--- src/rtl/mem_access_unit.sv ---
// Load/store sequencer between the memory stage and the data memory.
// Checks alignment, extends load data and does sub-word stores as read-modify-write.
module mem_access_unit (
  input  logic        clk,
  input  logic        rst_n,
  input  logic        req_valid,
  output logic        req_ready,
  input  logic        req_we,
  input  logic [1:0]  req_size,
  input  logic        req_unsigned,
  input  logic [31:0] req_addr,
  input  logic [31:0] req_wdata,
  input  logic [4:0]  req_rd,
  output logic        resp_valid,
  input  logic        resp_ready,
  output logic [31:0] resp_rdata,
  output logic [4:0]  resp_rd,
  output logic        resp_err,
  output logic [11:0] dm_addr,
  output logic [31:0] dm_din,
  output logic        dm_we,
  output logic [1:0]  dm_mode,
  input  logic [31:0] dm_dout
);

  localparam int unsigned AW = 12;
  localparam int unsigned DW = 32;

  localparam logic [1:0] SZ_BYTE = 2'b00;
  localparam logic [1:0] SZ_HALF = 2'b01;
  localparam logic [1:0] SZ_WORD = 2'b10;

  localparam logic [1:0] DM_WORD = 2'b00;
  localparam logic [1:0] DM_BYTE = 2'b01;
  localparam logic [1:0] DM_HALF = 2'b10;

  typedef enum logic [2:0] {IDLE, LD, LDW, ST, RMR, RMM, RMW, RESP} state_t;

  state_t        state;
  logic [1:0]    size_q;
  logic          uns_q;
  logic [AW-1:0] addr_q;
  logic [DW-1:0] wdata_q;

  logic          misalign_c;
  logic [1:0]    rd_mode_c;
  logic [DW-1:0] ext_c;
  logic [DW-1:0] merge_c;
  logic          unused_addr_c;

  // Upper address bits alias onto the 4 KiB data memory.
  assign unused_addr_c = ^req_addr[31:AW];

  always_comb begin
    misalign_c = 1'b0;
    rd_mode_c  = DM_WORD;
    case (req_size)
      SZ_BYTE: rd_mode_c  = DM_BYTE;
      SZ_HALF: begin
        misalign_c = req_addr[0];
        rd_mode_c  = DM_HALF;
      end
      SZ_WORD: misalign_c = |req_addr[1:0];
      default: misalign_c = 1'b1;
    endcase
  end

  // Memory returns sub-word reads right-aligned; only extension is needed here.
  always_comb begin
    ext_c = dm_dout;
    case (size_q)
      SZ_BYTE: ext_c = uns_q ? {24'h0, dm_dout[7:0]}  : {{24{dm_dout[7]}}, dm_dout[7:0]};
      SZ_HALF: ext_c = uns_q ? {16'h0, dm_dout[15:0]} : {{16{dm_dout[15]}}, dm_dout[15:0]};
      default: ext_c = dm_dout;
    endcase
  end

  always_comb begin
    merge_c = dm_dout;
    if (size_q == SZ_BYTE) begin
      case (addr_q[1:0])
        2'd0:    merge_c[7:0]   = wdata_q[7:0];
        2'd1:    merge_c[15:8]  = wdata_q[7:0];
        2'd2:    merge_c[23:16] = wdata_q[7:0];
        default: merge_c[31:24] = wdata_q[7:0];
      endcase
    end else if (addr_q[1]) begin
      merge_c[31:16] = wdata_q[15:0];
    end else begin
      merge_c[15:0] = wdata_q[15:0];
    end
  end

  always_ff @(posedge clk or negedge rst_n) begin
    if (!rst_n) begin
      state      <= IDLE;
      size_q     <= SZ_BYTE;
      uns_q      <= 1'b0;
      addr_q     <= '0;
      wdata_q    <= '0;
      req_ready  <= 1'b1;
      resp_valid <= 1'b0;
      resp_rdata <= '0;
      resp_rd    <= '0;
      resp_err   <= 1'b0;
      dm_addr    <= '0;
      dm_din     <= '0;
      dm_we      <= 1'b0;
      dm_mode    <= DM_WORD;
    end else begin
      case (state)
        IDLE: begin
          if (req_valid && req_ready) begin
            size_q     <= req_size;
            uns_q      <= req_unsigned;
            addr_q     <= req_addr[AW-1:0];
            wdata_q    <= req_wdata;
            req_ready  <= 1'b0;
            resp_rd    <= req_rd;
            resp_rdata <= '0;
            resp_err   <= misalign_c;
            // Errors spend one cycle in ST with the write enable held low.
            if (misalign_c) begin
              state <= ST;
            end else if (!req_we) begin
              state   <= LD;
              dm_addr <= req_addr[AW-1:0];
              dm_mode <= rd_mode_c;
            end else if (req_size == SZ_WORD) begin
              state   <= ST;
              dm_we   <= 1'b1;
              dm_addr <= req_addr[AW-1:0];
              dm_din  <= req_wdata;
              dm_mode <= DM_WORD;
            end else begin
              state   <= RMR;
              dm_addr <= {req_addr[AW-1:2], 2'b00};
              dm_mode <= DM_WORD;
            end
          end
        end
        LD: begin
          state   <= LDW;
          dm_addr <= '0;
          dm_mode <= DM_WORD;
        end
        LDW: begin
          state      <= RESP;
          resp_rdata <= ext_c;
          resp_valid <= 1'b1;
        end
        ST: begin
          state      <= RESP;
          dm_we      <= 1'b0;
          dm_addr    <= '0;
          dm_din     <= '0;
          resp_valid <= 1'b1;
        end
        RMR: begin
          state   <= RMM;
          dm_addr <= '0;
        end
        // Full-word write of the merged data keeps the neighbouring bytes intact.
        RMM: begin
          state   <= RMW;
          dm_we   <= 1'b1;
          dm_addr <= {addr_q[AW-1:2], 2'b00};
          dm_din  <= merge_c;
          dm_mode <= DM_WORD;
        end
        RMW: begin
          state      <= RESP;
          dm_we      <= 1'b0;
          dm_addr    <= '0;
          dm_din     <= '0;
          resp_valid <= 1'b1;
        end
        RESP: begin
          if (resp_ready) begin
            state      <= IDLE;
            resp_valid <= 1'b0;
            req_ready  <= 1'b1;
          end
        end
        default: state <= IDLE;
      endcase
    end
  end

endmodule

--- config.mk ---
export PLATFORM = sky130hd
export DESIGN_NAME = mem_access_unit
export DESIGN_NICKNAME = d
export VERILOG_FILES = /design/src/rtl/mem_access_unit.sv
export SDC_FILE = /design/constraint.sdc
export NUM_CORES = 1
export LEC_CHECK = 0
export CAP_MARGIN = 15
export CORE_MARGIN = 5
export CORE_UTILIZATION = 42
export DETAILED_ROUTE_END_ITERATION = 10
export PLACE_DENSITY_LB_ADDON = 0.12
export SLEW_MARGIN = 0
export SYNTH_ARGS = -nofsm -noshare
export SYNTH_HDL_FRONTEND = slang
export SYNTH_SLANG_ARGS = --single-unit
--- constraint.sdc ---
create_clock -name clk -period 2.1 [get_ports clk]
set_clock_uncertainty 0.1 [all_clocks]
set_input_delay 0.525 -clock clk [delete_from_list [all_inputs] [get_ports clk]]
set_output_delay 0.525 -clock clk [all_outputs]
set_load 0.1 [all_outputs]
# After elaboration in Yosys (flattened, before gate mapping)
# Index checks and enable logic that the tools add are counted.
# W data, S select, Z words.
# word_totals
latchBits	0
romBits	0
ramBits	0
register_bits	121
mem_count	0
word_cells	100
# op_classes
shifts	0
n_reduce_logical	25
n_eq_ne	17
muxes	44
bitwise	0
div	0
magnitude_cmp	0
multipliers	0
n_addsub	0
# op_table
operator	n
$mux W32	8
$pmux W32 S2	2
$pmux W32 S3	1
$pmux W12 S3	1
$mux W16	2
$mux W8	4
$mux W12	2
$pmux W3 S6	1
$mux W3	5
$eq A3 B3 Y1 const B	4
$mux W2	5
$ne A2 B2 Y1 const B	5
$reduce_and A3 Y1	3
$pmux W2 S2	2
$reduce_and A2 Y1	4
$reduce_bool A2 Y1	4
$mux W1	7
$eq A2 B1 Y1 const B	3
$eq A3 B2 Y1 const B	2
$logic_not A2 Y1	3
$pmux W1 S3	2
$reduce_bool A3 Y1	2
$reduce_or A2 Y1	3
$reduce_or A3 Y1	2
other kinds (7)	9

# Depth between registers and ports, before layout
# Gate-level depths: netlist of the first run.
# logic_depth
word_depth	6
depth_mapped	7
ltp_nobuf	4

# Least setup slack after synthesis of the first run
# OpenSTA, ideal clock, no wires.
# synth_timing
kind	register to register
from	register req_ready
to	register addr_q[0]
synth_period_minus_slack_ns	2.510
required_ns	1.875
path_stages_with_launch	6
path_slack_ns	-0.410
arrival_ns	2.285
path_cell_list	dfstp_2 -> nand2_1 -> or4_1 -> clkbuf_1 -> clkbuf_1 -> mux2_2
# synth_between
elab_chain_len	2
# synth_rtl
element	line_no	text
start: declaration	7	output logic req_ready,
start signal: assignment	101	req_ready <= 1'b1;
start signal: assignment	118	req_ready <= 1'b0;
start signal: assignment	182	req_ready <= 1'b1;
$logic_and A1 B1 Y1	113	if (req_valid && req_ready) begin
$reduce_and A2 Y1 (no source line)	-	
end signal: assignment	116	addr_q <= req_addr[AW-1:0];
end: declaration	42	logic [AW-1:0] addr_q;
# No other way between the ends.
# A chain may end at the register's enable or synchronous reset.

# Worst setup path after layout of the first run
# layout_timing
from	input port req_addr[1]
to	register dm_din[1]
# layout_between
elab_chain_len	4
# layout_rtl
element	line_no	text
start: declaration	11	input logic [31:0] req_addr,
$reduce_or A2 Y1	63	SZ_WORD: misalign_c = |req_addr[1:0];
$pmux W1 S3	57	case (req_size)
$ne A2 B2 Y1 (no source line)	-	
$reduce_and A5 Y1 (no source line)	-	
end signal: assignment	133	dm_din <= req_wdata;
end signal: assignment	168	dm_din <= merge_c;
end: declaration	20	output logic [31:0] dm_din,
# No other way between the ends.

==> results of run 1 <==
## metal layers
layer  share of wire, %  GRT usage (%)  vias up  wire [um]
li1                   -              -     2309          -
met1                 41           29.3     2538       8010
met2                 51           39.3      173      10000
met5                  0              0        -          0
met3                6.3           5.89       20       1220
met4                1.3           6.91        0        248
## how the worst max path moves through the flow
stage          slack, ns  cells after the start         from    endpoint
6_report           -0.05                      8  req_addr[1]   dm_din[1]
5_1_grt            -0.11                      7     state[0]  dm_din[30]
4_1_cts            -0.15                      8    req_ready  dm_din[30]
3_5_place_dp       -0.71                      6  req_size[0]   dm_din[1]
3_3_place_gp       -0.69                      6  req_size[0]   dm_din[2]
2_1_floorplan      -0.23                      5  req_size[0]  dm_din[10]
## worst reg2reg max path: stages, from the launching register on
cell	delay (ns)
dfrtp_1	0.39
or2_4	0.26
a2111o_1	0.38
a31oi_4	0.20
buf_6	0.13
buf_6	0.12
buf_12	0.13
mux2_4	0.30
## cell usage after synthesis (12+ instances only)
| library cell | number |
|---|---|
| dfrtp_1 | 120 |
| mux2_2 | 55 |
| clkbuf_1 | 32 |
| nand2_1 | 28 |
| o2bb2ai_1 | 26 |
| mux2_4 | 20 |
| o21bai_1 | 17 |
| a221o_1 | 16 |
| a32o_1 | 16 |
| nor2b_1 | 16 |
| a21oi_1 | 14 |
| inv_1 | 12 |
## kinds of logic (layout without fill, tap and decap cells)
group / count (synthesis) / in the layout
muxes: 80 / 80
and+or+nand+nor: 104 / 104
buffers and inverters: 53 / 275
DFF: 121 / 121
AOI/OAI and AO/OA: 146 / 146
xor gates and xnor gates: 1 / 1
## metrics by stage
stage | hold slack [ns] | TNS (ns) | setup slack, ns
after global routing | 0.322 | -2.02 | -0.109
final | 0.321 | -0.456 | -0.0486
after global placement | 0.379 | -41.43 | -0.693
after CTS | 0.312 | -2.71 | -0.151
after floorplan | 0.129 | -7.36 | -0.231
after detailed placement | 0.385 | -43.46 | -0.709
## flip-flops by register name (all words and copies together), names as in the netlist
register,cells
state,3
dm_din,32
uns_q,1
resp_rd,5
resp_err,1
dm_we,1
resp_valid,1
size_q,2
wdata_q,16
addr_q,12
req_ready,1
dm_mode,2
resp_rdata,32
dm_addr,12
## area by class of cell
class | instances | area [sq um] | share of cell area [%]
repair buffers | 231 | 3210 | 32.2
flip-flops and latches | 121 | 3030 | 30.4
multi-input cells | 331 | 2880 | 28.9
clock buffers | 24 | 492 | 4.93
well taps | 180 | 225 | 2.26
clock inverters | 8 | 92.6 | 0.928
inverters | 12 | 45.0 | 0.451
## placed cells by master (no fill, tap or decap), types with 11 or more instances in the layout
cell	n
mux2_4	32
nand2_1	26
nor2b_1	16
a221o_1	16
clkbuf_16	18
a32o_1	16
buf_12	96
a22o_1	11
o2bb2ai_1	26
buf_4	40
dfrtp_1	120
inv_1	12
a21oi_1	13
mux2_2	45
clkdlybuf4s50_1	83
o21bai_1	17
## what timing repair did
action,4_1_cts,5_1_grt
cloned,3,1
pin swaps,3,3
buffers inserted,7,0
hold buffers,1,0
hold endpoints to repair,25,0
gates resized for setup,31,8
setup endpoints to repair,33,34
==> results.cfg, run 1 <==
[status]
outcome = complete, but fails checks
violations = negative setup slack

[logic_synthesis]
synth-adder-area-share_pct = 0
syn_area_per_cell_sq_um = 12.0
synth_area_leader_cell = dfrtp_1
yosys.area_share.simple_pct = 9.72
synth_compound_area_share_pct = 20.1
synth_mux_area_share_pct = 16.1
synth_top_family_by_area = compound AO/OA/AOI/OAI gates
synth_seq_cells = 121
synth_area_leaders = dfrtp_1 (50%), mux2_2 (10%), mux2_4 (5.0%)
netlist_area_sq_um = 6050
synth_cell_types = 48
ys.flop_type = dfrtp_1
ys_warn_count = 0
synthArstFlopShare_pct = 100
seq_area_frac_synth_pct = 50.1
post-synth-top-area-fraction_pct = 49.6
synth_edf_count = 0
netlist_instances = 505
synth-xor-area-share_pct = 0.145
syn-num-nets = 614

[worst_setup_path]
crit_chain = buf_2, or3_4, a2111o_1, a31oi_4, buf_6, buf_6, buf_12, mux2_4
path_buf_inv = 4
cpPeakStageDelay_ns = 0.45
startpoint_type = primary input
reg2regPathDepth = 7
worstReg2RegStart = state[0]
crit_arrival_ns = 2.35
r2r-end = dm_din[1]
crit_type = primary input to flip-flop
crit_path_top_delay_cell = a2111o_1
path_delay_family = compound AO/OA/AOI/OAI gates
rrSetupSlack_ns = -0.03
crit_path_end_kind = flip-flop
cp.required_ns = 2.30
crit_path_frequent_cell = buf_6
worstPathMaxFanout = 5

[floorplanning]
ios = 196
rows = 43
die_h_um = 130
dieArea_sq_um = 16900
start_util_pct = 43.3
die_w_um = 130
coreArea_sq_um = 14000

[layout]
drive_gt1_share_pct = 37.6
fin_util_pct = 71.4
final_cell_area_sq_um = 9980
fillers = 971
nNetsFinal = 823
area_growth_pct = 64.9
diodes = 0
final_cells = 907

[route]
drc = 0
wl_per_cell_um = 21.5
dr.pass1.iters = 5
vias_per_cell = 5.56
first_iter_violations = 443
wirelength_um = 19500
detail-route-antenna-nets = 0
vias = 5040

[placement]
place_congestion = 0.862
hpwl_um = 14100
place_area_sq_um = 9190
port_buffers = 175
placed_cells = 866

[timing]
min_period_ns = 2.15
rsz0062_at_grt = true
maxSlewHeadroom_pct = 58.4
clock.fmax_ghz = 0.465
tightest_slew_ns = 0.617
fin_ws_ns = -0.0486
maxSlewViolCount = 0
setup_viol = 21
hold_viol = 0
post-route-period-util_pct = 102

[global_route]
track_usage_pct = 23.2
grt_max_degree = 34
antenna_found_initial = 0
grt_overflow = 0
grt_pass1_vias = 5294
grt_first_pass_wirelength_um = 29500

[cts]
clkLatencyLatePin_ns = 0.42
clk_pin_slew_ns = 0.06
cts.sinks = 121
h-tree-depth = 4
cts_buffers = 17
cts_tree = yes
clockBufferDepth = 2
root_buffer = clkbuf_16

[min_path]
hold_depth = 3
worstHoldEndpoint = dm_mode[0]
hp-class = primary input to flip-flop
hold_start = req_size[0]

[job]
cap_violations = 0
Power of run 1 is left out: the tool's default activity adds up to more than one toggle a clock period on the data nets, which glitch-free logic cannot reach.
==> run 2: changes to the inputs <==
CELL_PAD_IN_SITES_DETAIL_PLACEMENT = 2   (was not set)
CELL_PAD_IN_SITES_GLOBAL_PLACEMENT = 2   (was not set)
CORE_MARGIN = not set   (was 5)
CORE_UTILIZATION = 27   (was 42)
==> results.cfg, run 2 (synthesis gave the netlist of run 1 again) <==
[floorplanning]
coreArea_sq_um = 21900
dieArea_sq_um = 23000
start_util_pct = 27.6
die_h_um = 152
ios = 196
die_w_um = 152
rows = 54

[layout]
final_cell_area_sq_um = 10200
mostFrequentLayoutCell = dfrtp_1
reg_top3 = dm_din (32), resp_rdata (32), wdata_q (16)
area_growth_pct = 68.1
drive_gt1_share_pct = 39.3
final_cells = 1018
diodes = 0
nNetsFinal = 834
final_cell_mix = dfrtp_1 (120), buf_12 (94), clkdlybuf4s50_1 (81), buf_4 (52), mux2_2 (45)

[global_route]
antenna_found_initial = 1
track_usage_pct = 20.5
grt_pass1_vias = 5916
grt_overflow = 0
grt_first_pass_wirelength_um = 34500
grt_max_degree = 46

[worst_setup_path]
startpoint_type = primary input
crit_type = primary input to flip-flop
rrSetupSlack_ns = -0.09
r2r-end = dm_din[23]
worstPathMaxFanout = 5
cp.required_ns = 2.30
worstReg2RegStart = state[2]
reg2regPathDepth = 7
crit_arrival_ns = 2.39
crit_path_end_kind = flip-flop

[timing]
post-route-period-util_pct = 104
rsz0062_at_grt = true
final.setup.tns_ns = -1.92
maxSlewViolCount = 0
fin_ws_ns = -0.0942
tightest_slew_ns = 0.612
clock.fmax_ghz = 0.456
setup_viol = 32
min_period_ns = 2.19
hold_viol = 0
maxSlewHeadroom_pct = 59.0

[min_path]
worstHoldEndpoint = dm_mode[0]
hold_depth = 3
hp-class = primary input to flip-flop
hold_start = req_size[0]

[placement]
place_congestion = 0.799
hpwl_um = 15900
port_buffers = 175
placed_cells = 973
place_area_sq_um = 9340

[route]
dr.pass1.iters = 4
first_iter_violations = 128
vias = 5061
drc = 0
wirelength_um = 22600
vias_per_cell = 4.97
detail-route-antenna-nets = 0
wl_per_cell_um = 22.2

[status]
outcome = complete, but fails checks
violations = negative setup slack

[cts]
clk_pin_slew_ns = 0.06
cts.sinks = 121
cts_tree = yes
cts_buffers = 17
h-tree-depth = 4
clockBufferDepth = 2
root_buffer = clkbuf_16
clkLatencyLatePin_ns = 0.42

[job]
cap_violations = 0
[run 2: worst max-delay path by stage]
stage           startpoint         end  slack [ns]  cells past startpoint
5_1_grt           state[0]  dm_din[25]       -0.14                      9
3_5_place_dp   req_size[0]  dm_din[25]       -0.79                      6
4_1_cts          req_ready  dm_din[15]       -0.13                      7
3_3_place_gp   req_size[0]  dm_din[31]       -0.73                      6
2_1_floorplan  req_size[0]  dm_din[10]       -0.23                      5
6_report       req_addr[1]  dm_din[23]       -0.09                      8
[run 2: repair_timing]
action | CTS | global route
pin swaps | 3 | 3
setup buffers | 6 | 3
hold buffers | 1 | 0
hold endpoints to repair | 39 | 0
resized for setup | 31 | 11
gates cloned | 4 | 1
setup endpoints to repair | 40 | 34
[run 2: worst max-delay path, cell delays in order]
cell and delay, ns:
buf_2 0.11, or3_4 0.38, a2111o_1 0.47, a31oi_4 0.21
buf_6 0.13, buf_6 0.12, buf_12 0.14, mux2_4 0.30
[run 2: layer usage]
metal | track usage (%) | part of all wire (%) | vias up
met3 | 5.21 | 5.3 | 24
met1 | 24.4 | 42 | 2572
li1 | - | - | 2333
met2 | 35.9 | 51 | 132
met5 | 0 | 0 | -
met4 | 6.53 | 1.5 | 0
[run 2: layout make-up]
class | count | area [sq um]
sequential | 121 | 3030
tap | 280 | 350
clock inverter | 15 | 141
timing repair buffer | 241 | 3260
multi-input combinational | 332 | 2920
inverter | 12 | 45.0
clock buffer | 17 | 425
fill | 2160 | 11700
[run 2: per-stage QoR]
stage	setup slack [ns]	utilization [%]	hold WS, ns
after floorplan	-0.231	-	0.129
after global placement	-0.735	42.7	0.380
after detailed placement	-0.793	42.7	0.388
after CTS	-0.131	46.1	0.315
after global routing	-0.139	46.5	0.346
final	-0.0942	46.5	0.335
Power of run 2 is left out for the same reason.
